<file path="config.mk">
export PLATFORM = sky130hd
export DESIGN_NAME = fetch_skid_stage_flat
export DESIGN_NICKNAME = d
export VERILOG_FILES = /design/src/rtl/fetch_skid_stage_if.sv /design/src/rtl/fetch_skid_stage.sv /design/src/flat_wrapper.sv
export SDC_FILE = /design/constraint.sdc
export NUM_CORES = 1
export LEC_CHECK = 0
export CORE_UTILIZATION = 35
export CTS_CLUSTER_DIAMETER = 150
export DETAILED_ROUTE_END_ITERATION = 10
export PLACE_DENSITY = 0.7
export SKIP_CTS_REPAIR_TIMING = 1
export SLEW_MARGIN = 15
export SYNTH_ARGS = -nofsm -noshare
export SYNTH_HDL_FRONTEND = slang
export SYNTH_SLANG_ARGS = --single-unit
</file>
<file path="constraint.sdc">
create_clock -name clk -period 105.4 [get_ports clk]
set_input_delay 10.54 -clock clk [delete_from_list [all_inputs] [get_ports clk]]
set_output_delay 10.54 -clock clk [all_outputs]
set_load 0.05 [all_outputs]
</file>
<file path="src/rtl/fetch_skid_stage_if.sv">
// Fetch-bundle channel between the fetch stage and its upstream/downstream neighbours.
// The slave modport is the stage itself; the master modport is whoever drives it.
interface fetch_skid_stage_if #(
  parameter int LANES = 2,
  parameter int PC_W  = 32,
  parameter int BR_W  = 34,
  parameter int EC_W  = 8
);
  logic                    in_valid;
  logic                    in_ready;
  logic [LANES-1:0]        in_lane_mask;
  logic [LANES*PC_W-1:0]   in_pc;
  logic [LANES*BR_W-1:0]   in_br;
  logic [EC_W-1:0]         in_ecode;
  logic                    flush;
  logic                    out_ready;
  logic                    out_valid;
  logic [LANES-1:0]        out_lane_valid;
  logic [LANES*PC_W-1:0]   out_pc;
  logic [LANES*BR_W-1:0]   out_br;
  logic [LANES*EC_W-1:0]   out_ecode;
  logic                    out_exc;
  logic [1:0]              occupancy;
  logic [15:0]             flush_drops;

  modport slave (
    input  in_valid, in_lane_mask, in_pc, in_br, in_ecode, flush, out_ready,
    output in_ready, out_valid, out_lane_valid, out_pc, out_br, out_ecode,
           out_exc, occupancy, flush_drops
  );

  modport master (
    output in_valid, in_lane_mask, in_pc, in_br, in_ecode, flush, out_ready,
    input  in_ready, out_valid, out_lane_valid, out_pc, out_br, out_ecode,
           out_exc, occupancy, flush_drops
  );
endinterface

</file>
<file path="src/rtl/fetch_skid_stage.sv">
// Two-entry fetch skid buffer: MAIN drives the outputs, SKID catches the bundle that
// arrives while MAIN is stalled, so in_ready can be a plain register.
module fetch_skid_stage #(
  parameter int LANES = 2,
  parameter int PC_W  = 32,
  parameter int BR_W  = 34,
  parameter int EC_W  = 8
) (
  input  logic clk,
  input  logic rstn,
  fetch_skid_stage_if.slave bus
);

  logic                  main_v_q, main_v_d, skid_v_q, skid_v_d;
  logic [LANES-1:0]      main_mask_q, main_mask_d, skid_mask_q, skid_mask_d;
  logic [LANES*PC_W-1:0] main_pc_q, main_pc_d, skid_pc_q, skid_pc_d;
  logic [LANES*BR_W-1:0] main_br_q, main_br_d, skid_br_q, skid_br_d;
  logic [EC_W-1:0]       main_ec_q, main_ec_d, skid_ec_q, skid_ec_d;
  logic [15:0]           drops_q, drops_d;
  logic [16:0]           drops_sum;
  logic [1:0]            drop_inc;
  logic                  accept, pop, out_valid;
  logic [LANES-1:0]      lane_valid;

  always_comb begin
    accept      = bus.in_valid & ~skid_v_q & ~bus.flush;
    out_valid   = main_v_q & ~bus.flush;
    pop         = out_valid & bus.out_ready;
    main_v_d    = main_v_q;
    main_mask_d = main_mask_q;
    main_pc_d   = main_pc_q;
    main_br_d   = main_br_q;
    main_ec_d   = main_ec_q;
    skid_v_d    = skid_v_q;
    skid_mask_d = skid_mask_q;
    skid_pc_d   = skid_pc_q;
    skid_br_d   = skid_br_q;
    skid_ec_d   = skid_ec_q;

    if (!main_v_q) begin
      if (accept) begin
        main_v_d    = 1'b1;
        main_mask_d = bus.in_lane_mask;
        main_pc_d   = bus.in_pc;
        main_br_d   = bus.in_br;
        main_ec_d   = bus.in_ecode;
      end
    end else if (pop) begin
      // SKID always holds the older bundle, so it must refill MAIN before any new input
      if (skid_v_q) begin
        main_mask_d = skid_mask_q;
        main_pc_d   = skid_pc_q;
        main_br_d   = skid_br_q;
        main_ec_d   = skid_ec_q;
        skid_v_d    = 1'b0;
      end else if (accept) begin
        main_mask_d = bus.in_lane_mask;
        main_pc_d   = bus.in_pc;
        main_br_d   = bus.in_br;
        main_ec_d   = bus.in_ecode;
      end else begin
        main_v_d    = 1'b0;
      end
    end else if (accept) begin
      skid_v_d    = 1'b1;
      skid_mask_d = bus.in_lane_mask;
      skid_pc_d   = bus.in_pc;
      skid_br_d   = bus.in_br;
      skid_ec_d   = bus.in_ecode;
    end

    if (bus.flush) begin
      main_v_d = 1'b0;
      skid_v_d = 1'b0;
    end

    drop_inc  = {1'b0, main_v_q} + {1'b0, skid_v_q} + {1'b0, bus.in_valid & ~skid_v_q};
    drops_sum = {1'b0, drops_q} + {15'b0, drop_inc};
    drops_d   = drops_q;
    if (bus.flush) drops_d = drops_sum[16] ? 16'hFFFF : drops_sum[15:0];

    // an excepting bundle keeps only lane 0 alive
    for (int i = 0; i < LANES; i++)
      lane_valid[i] = main_mask_q[i] & out_valid & ((i == 0) | ~main_ec_q[EC_W-1]);
  end

  always_ff @(posedge clk) begin
    if (!rstn) begin
      main_v_q <= 1'b0;
      skid_v_q <= 1'b0;
      drops_q  <= 16'h0000;
    end else begin
      main_v_q <= main_v_d;
      skid_v_q <= skid_v_d;
      drops_q  <= drops_d;
    end
  end

  always_ff @(posedge clk) begin
    main_mask_q <= main_mask_d;
    main_pc_q   <= main_pc_d;
    main_br_q   <= main_br_d;
    main_ec_q   <= main_ec_d;
    skid_mask_q <= skid_mask_d;
    skid_pc_q   <= skid_pc_d;
    skid_br_q   <= skid_br_d;
    skid_ec_q   <= skid_ec_d;
  end

  assign bus.in_ready       = ~skid_v_q;
  assign bus.out_valid      = out_valid;
  assign bus.out_lane_valid = lane_valid;
  assign bus.out_pc         = main_pc_q;
  assign bus.out_br         = main_br_q;
  assign bus.out_ecode      = {LANES{main_ec_q}};
  assign bus.out_exc        = main_v_q & main_ec_q[EC_W-1];
  assign bus.occupancy      = {1'b0, main_v_q} + {1'b0, skid_v_q};
  assign bus.flush_drops    = drops_q;

endmodule

</file>
<file path="src/flat_wrapper.sv">
// flat-port wrapper written by rule: the top's interface ports become plain ports
module fetch_skid_stage_flat 
#(
  parameter int LANES = 2,
  parameter int PC_W  = 32,
  parameter int BR_W  = 34,
  parameter int EC_W  = 8
)
  (clk, rstn, bus_in_valid, bus_in_lane_mask, bus_in_pc, bus_in_br, bus_in_ecode, bus_flush, bus_out_ready, bus_in_ready, bus_out_valid, bus_out_lane_valid, bus_out_pc, bus_out_br, bus_out_ecode, bus_out_exc, bus_occupancy, bus_flush_drops);
  fetch_skid_stage_if #(.LANES(LANES), .PC_W(PC_W), .BR_W(BR_W), .EC_W(EC_W)) bus_i ();
  input  logic clk;
  input  logic rstn;
  input wire logic [$bits(bus_i.in_valid)-1:0] bus_in_valid;
  input wire logic [$bits(bus_i.in_lane_mask)-1:0] bus_in_lane_mask;
  input wire logic [$bits(bus_i.in_pc)-1:0] bus_in_pc;
  input wire logic [$bits(bus_i.in_br)-1:0] bus_in_br;
  input wire logic [$bits(bus_i.in_ecode)-1:0] bus_in_ecode;
  input wire logic [$bits(bus_i.flush)-1:0] bus_flush;
  input wire logic [$bits(bus_i.out_ready)-1:0] bus_out_ready;
  output wire logic [$bits(bus_i.in_ready)-1:0] bus_in_ready;
  output wire logic [$bits(bus_i.out_valid)-1:0] bus_out_valid;
  output wire logic [$bits(bus_i.out_lane_valid)-1:0] bus_out_lane_valid;
  output wire logic [$bits(bus_i.out_pc)-1:0] bus_out_pc;
  output wire logic [$bits(bus_i.out_br)-1:0] bus_out_br;
  output wire logic [$bits(bus_i.out_ecode)-1:0] bus_out_ecode;
  output wire logic [$bits(bus_i.out_exc)-1:0] bus_out_exc;
  output wire logic [$bits(bus_i.occupancy)-1:0] bus_occupancy;
  output wire logic [$bits(bus_i.flush_drops)-1:0] bus_flush_drops;
  assign bus_i.in_valid = bus_in_valid;
  assign bus_i.in_lane_mask = bus_in_lane_mask;
  assign bus_i.in_pc = bus_in_pc;
  assign bus_i.in_br = bus_in_br;
  assign bus_i.in_ecode = bus_in_ecode;
  assign bus_i.flush = bus_flush;
  assign bus_i.out_ready = bus_out_ready;
  assign bus_in_ready = bus_i.in_ready;
  assign bus_out_valid = bus_i.out_valid;
  assign bus_out_lane_valid = bus_i.out_lane_valid;
  assign bus_out_pc = bus_i.out_pc;
  assign bus_out_br = bus_i.out_br;
  assign bus_out_ecode = bus_i.out_ecode;
  assign bus_out_exc = bus_i.out_exc;
  assign bus_occupancy = bus_i.occupancy;
  assign bus_flush_drops = bus_i.flush_drops;
  fetch_skid_stage #(.LANES(LANES), .PC_W(PC_W), .BR_W(BR_W), .EC_W(EC_W)) u_core (.clk(clk), .rstn(rstn), .bus(bus_i));
endmodule
</file>
# [Word level (Yosys, flattened, before mapping)]
# Index checks and enable logic that the tools add are counted.
# W data, S select, Z words.
[word_totals] regBits=302 in_bits=147 word_cells=55
[classes] n_addsub=3 eq_ne=1 muxes=23 bitwise=13 n_reduce_logical=4
[ops] operator="$mux W68" count=4
[ops] operator="$mux W64" count=4
[ops] operator="$mux W8" count=4
[ops] operator="$add A16 B2 Y17" count=1
[ops] operator="$mux W16" count=1
[ops] operator="$and A1 B1 Y1" count=8
[ops] operator="$mux W2" count=4
[ops] operator="$mux W1" count=6
[ops] operator="$not A1 Y1" count=5
[ops] operator="$reduce_and A3 Y1" count=1
[ops] operator="$add A1 B1 Y2" count=1
[ops] operator="$add A2 B1 Y2" count=1
[ops] operator="$ne A2 B2 Y1 const B" count=1
[ops] operator="$reduce_and A2 Y1" count=1
[ops] operator="$reduce_bool A2 Y1" count=1
[ops] operator="$reduce_or A2 Y1" count=1

# [Longest topological paths before layout]
[logic_depth] depth_word=7 ltp_mapped=11

# [Worst setup path before layout]
# OpenSTA, ideal clock, no wires.
[synth_path] path_kind="input to register" start="input port bus_flush" end="register u_core.skid_br_q[0] (enable)" setup_ns=4.336 t_arrival_ns=44.011 path_slack_ns=57.053 path_stages=4 n_path_buf=2 cell_sequence="buf_2 -> buf_2 -> o21ai_0 -> nor3_1"
[synth_between] elab_chain_cells=5
[synth_lines] element="start, declared" line_no="flat_wrapper.sv:18" rtl="input wire logic [$bits(bus_i.flush)-1:0] bus_flush;"
[synth_lines] element="$not A1 Y1 (*)" line_no="fetch_skid_stage.sv:26, fetch_skid_stage.sv:27"
[synth_lines] element="$and A1 B1 Y1" line_no="fetch_skid_stage.sv:27" rtl="out_valid = main_v_q & ~bus.flush;"
[synth_lines] element="$and A1 B1 Y1" line_no="fetch_skid_stage.sv:28" rtl="pop = out_valid & bus.out_ready;"
[synth_lines] element="$not A1 Y1 (no line)"
[synth_lines] element="$reduce_and A3 Y1 (no line) (*)"
[synth_lines] element="end signal, assigned" line_no="fetch_skid_stage.sv:106" rtl="skid_br_q <= skid_br_d;"
[synth_lines] element="end, declared" line_no="fetch_skid_stage.sv:17" rtl="logic [LANES*BR_W-1:0] main_br_q, main_br_d, skid_br_q, skid_br_d;"
# Mark *: on every way between the ends. The rest lies on a longest branch, timed or not.
# A chain may end at the register's enable or synchronous reset.

# [Worst setup path after layout]
[layout_path] start="input port bus_flush" end="output port bus_out_lane_valid[1]"
[layout_between] elab_chain_cells=4
[layout_lines] element="$not A1 Y1" line_no="fetch_skid_stage.sv:27"
[layout_lines] element="$and A1 B1 Y1" line_no="fetch_skid_stage.sv:27"
[layout_lines] element="$and A1 B1 Y1 (2 in a row)" line_no="fetch_skid_stage.sv:84" rtl="lane_valid[i] = main_mask_q[i] & out_valid & ((i == 0) | ~main_ec_q[EC_W-1]);"
[layout_lines] element="end, declared" line_no="flat_wrapper.sv:22" rtl="output wire logic [$bits(bus_i.out_lane_valid)-1:0] bus_out_lane_valid;"
# Every way passes these cells.

==> key figures <==
Run status
  • Status: complete, no violations

Pwr
  • Max VDD drop: 13.0 µV
  • LEAKAGE: 0.00565 µW
  • Total Power: 339 µW
  • Pwr Density: 19.9 nW/µm²

Finish
  • Finished Layout Cells: 1668
  • Synth-to-layout area growth: 35.5%
  • Share of cells above drive strength 1: 5.31%
  • FF/Latch Area: 8890 µm²
  • Fillers: 3149
  • Nets@finish: 1336
  • Area of the multi-input gates: 3300 µm²

Logic synthesis
  • Mapped cell area: 12600 µm²
  • Post-synth top cells: edfxtp_1 (284), nand2_1 (147), mux2i_1 (144)
  • Seq cells post-synth: 302
  • Share of the synthesized area in the top cell type: 67.8%
  • Gate count after technology mapping: 880
  • Post-synthesis sequential area ratio: 70.6%
  • Most used DFF post-synth: edfxtp_1
  • EDFF count, synth: 284
  • YS warnings: 0
  • Yosys cell types: 37
  • Post-synth net total: 1032
  • Syn_area_per_cell: 14.3 µm²
  • Count leader, synth: edfxtp_1
  • Cell taking the most area after synthesis: edfxtp_1
  • Async SR Flop Fraction: 0%
  • Top post-synthesis cells by area: edfxtp_1 (68%), mux2i_1 (11%), nand2_1 (4.4%)

Floorplanning
  • Chip height: 192 µm
  • Initial core utilization: 35.5%
  • Ports: 318
  • Area of the die: 36700 µm²
  • Row count: 69
  • Core area: 35500 µm²
  • Chip width: 192 µm

Place
  • DP Cell Count: 1609
  • DP HPWL: 19.3 mm
  • # port buffers: 317
  • GP Congestion: 0.756
  • DP Worst Slack: 82250 ps

STA
  • Fmax: 0.0432 GHz
  • Tightest Pin Transition: 1050 ps
  • Pins Over Slew Limit: 0
  • Worst hold slack: 518 ps
  • Final Cycle Share: 22.0%
  • Max_slew headroom: 29.9%
  • Finish-stage setup viols: 0
  • RSZ-0062 raised after global routing: false
  • Fin worst setup slack: 82250 ps
  • Final hold violation count: 0
  • Setup TNS: 0 ps
  • Worst Skew: 12.8 ps
  • Fin crit period: 23150 ps

Routing
  • Drt wl/cell: 18.2 µm
  • DRT Wirelength: 30.4 mm
  • Post-route ant nets: 0
  • Pre-Repair DR Iteration Count: 5
  • Via density: 4.84
  • Initial DRC Count: 444
  • DRC viols: 0
  • Via Count: 8067

Setup path
  • Critical Path AT: 12610 ps
  • Kind of critical path: input port to primary output
  • Worst EP required: 94860 ps
  • Worst r2r path cells: 6
  • CP Launch Type: input port
  • CP Max Fanout: 15
  • Worst setup EP type: primary output

Job
  • MaxCap Viol Count: 0

Clock network
  • Clock root buffer: clkbuf_16
  • CTS max path bufs: 3
  • H-tree depth: 2
  • Clock latency on the worst-skew pair: 510 ps
  • Sink Count: 302
  • Clk slew on worst S/H paths: 60 ps
  • Num CTS Buffers: 34
  • CTS tree: done

GRT
  • First-pass GRT wire length: 46.5 mm
  • Overall routing resource usage: 16.1%
  • Grt ovf: 0
  • Vias in the first global route: 8081
  • Largest net degree at the start of global routing: 102
  • Initial antenna violation count: 2

Hold path
  • HP Class: flip-flop to flip-flop
  • Hold path depth: 2
==> layout by cell type, fill, tap and decap left out, drive strengths merged, types with 2 or more instances in the layout <==
cell type / count
inv: 10
and3: 3
a21oi: 14
o21ai: 144
and2: 2
clkinv: 9
edfxtp: 284
a211oi: 3
nor2: 5
ha: 3
fa: 2
clkbuf: 43
buf: 11
xnor2: 8
mux2i: 144
nand4: 5
nand2b: 2
a31oi: 4
clkdlybuf4s50: 317
nor4: 5
diode: 2
clkinvlp: 2
nand3: 7
nor3: 7
nand2: 147
dfxtp: 18
==> worst paths after layout <==
kind	start	to	slack [ps]
max reg2reg	u_core.skid_v_q$_SDFFE_PP0P_	u_core.bus.out_br[52]$_DFFE_PP_	102170
max	bus_flush	bus_out_lane_valid[1]	82250
min	u_core.skid_pc_q[22]$_DFFE_PP_	u_core.bus.out_pc[22]$_DFFE_PP_	520
min reg2reg	u_core.skid_pc_q[22]$_DFFE_PP_	u_core.bus.out_pc[22]$_DFFE_PP_	520
==> worst max-delay path: stages <==
cell             delay (ps)
clkdlybuf4s50_1         780
nor4b_1                 430
clkdlybuf4s50_1         850
==> sequential cells by signal, indices dropped and copies added, names as in the netlist, 8 cells and up <==
| register | count |
|---|---|
| u_core.skid_pc_q | 64 |
| u_core.bus.flush_drops | 16 |
| u_core.skid_ec_q | 8 |
| u_core.skid_br_q | 68 |
| u_core.main_ec_q | 8 |
| u_core.bus.out_br | 68 |
| u_core.bus.out_pc | 64 |
==> area by class of cell <==
type	instances	share of cell area, %
inverter	8	0.176
tap	461	3.38
clock inverter	14	0.668
timing repair buffer	328	19.1
clock buffer	43	5.19
antenna	2	0.0294
sequential	302	52.1
multi-input combinational	510	19.3
==> per-stage QoR <==
stage | area [µm²] | utilization [%]
finish | 17100 | 48.1
global route | 17100 | 48.1
CTS | 17000 | 48.0
detailed placement | 16000 | 45.2
global placement | 16000 | 45.2
floorplan | 12600 | -
==> layer usage <==
| layer | part of all wire, % | wire (µm) | vias up | track usage [%] |
|---|---|---|---|---|
| met2 | 47 | 14200 | 271 | 25.6 |
| met5 | 0 | 0 | - | 0 |
| met4 | 2.0 | 618 | 0 | 4.67 |
| met1 | 44 | 13200 | 3868 | 21.4 |
| met3 | 7.6 | 2320 | 41 | 4.64 |
| li1 | - | - | 3887 | - |
==> cells by family after synthesis <==
group           Yosys count  share of synthesized area [%]
flops                   302                           70.6
simple gates            186                           6.64
compound gates          166                           6.73
mux                     144                           11.5
buf+inv                  68                           3.29
xor+xnor                  9                          0.626
fa+ha+maj                 5                          0.617
==> power by group <==
group | total [µW] | internal, µW | switching [µW] | leakage, µW
combinational | 79.3 | 27.8 | 51.4 | 0.00227
sequential | 151 | 145 | 6.28 | 0.00291
clock | 108 | 62.1 | 46.3 | 0.000482
(Power assumes the default switching activity.)
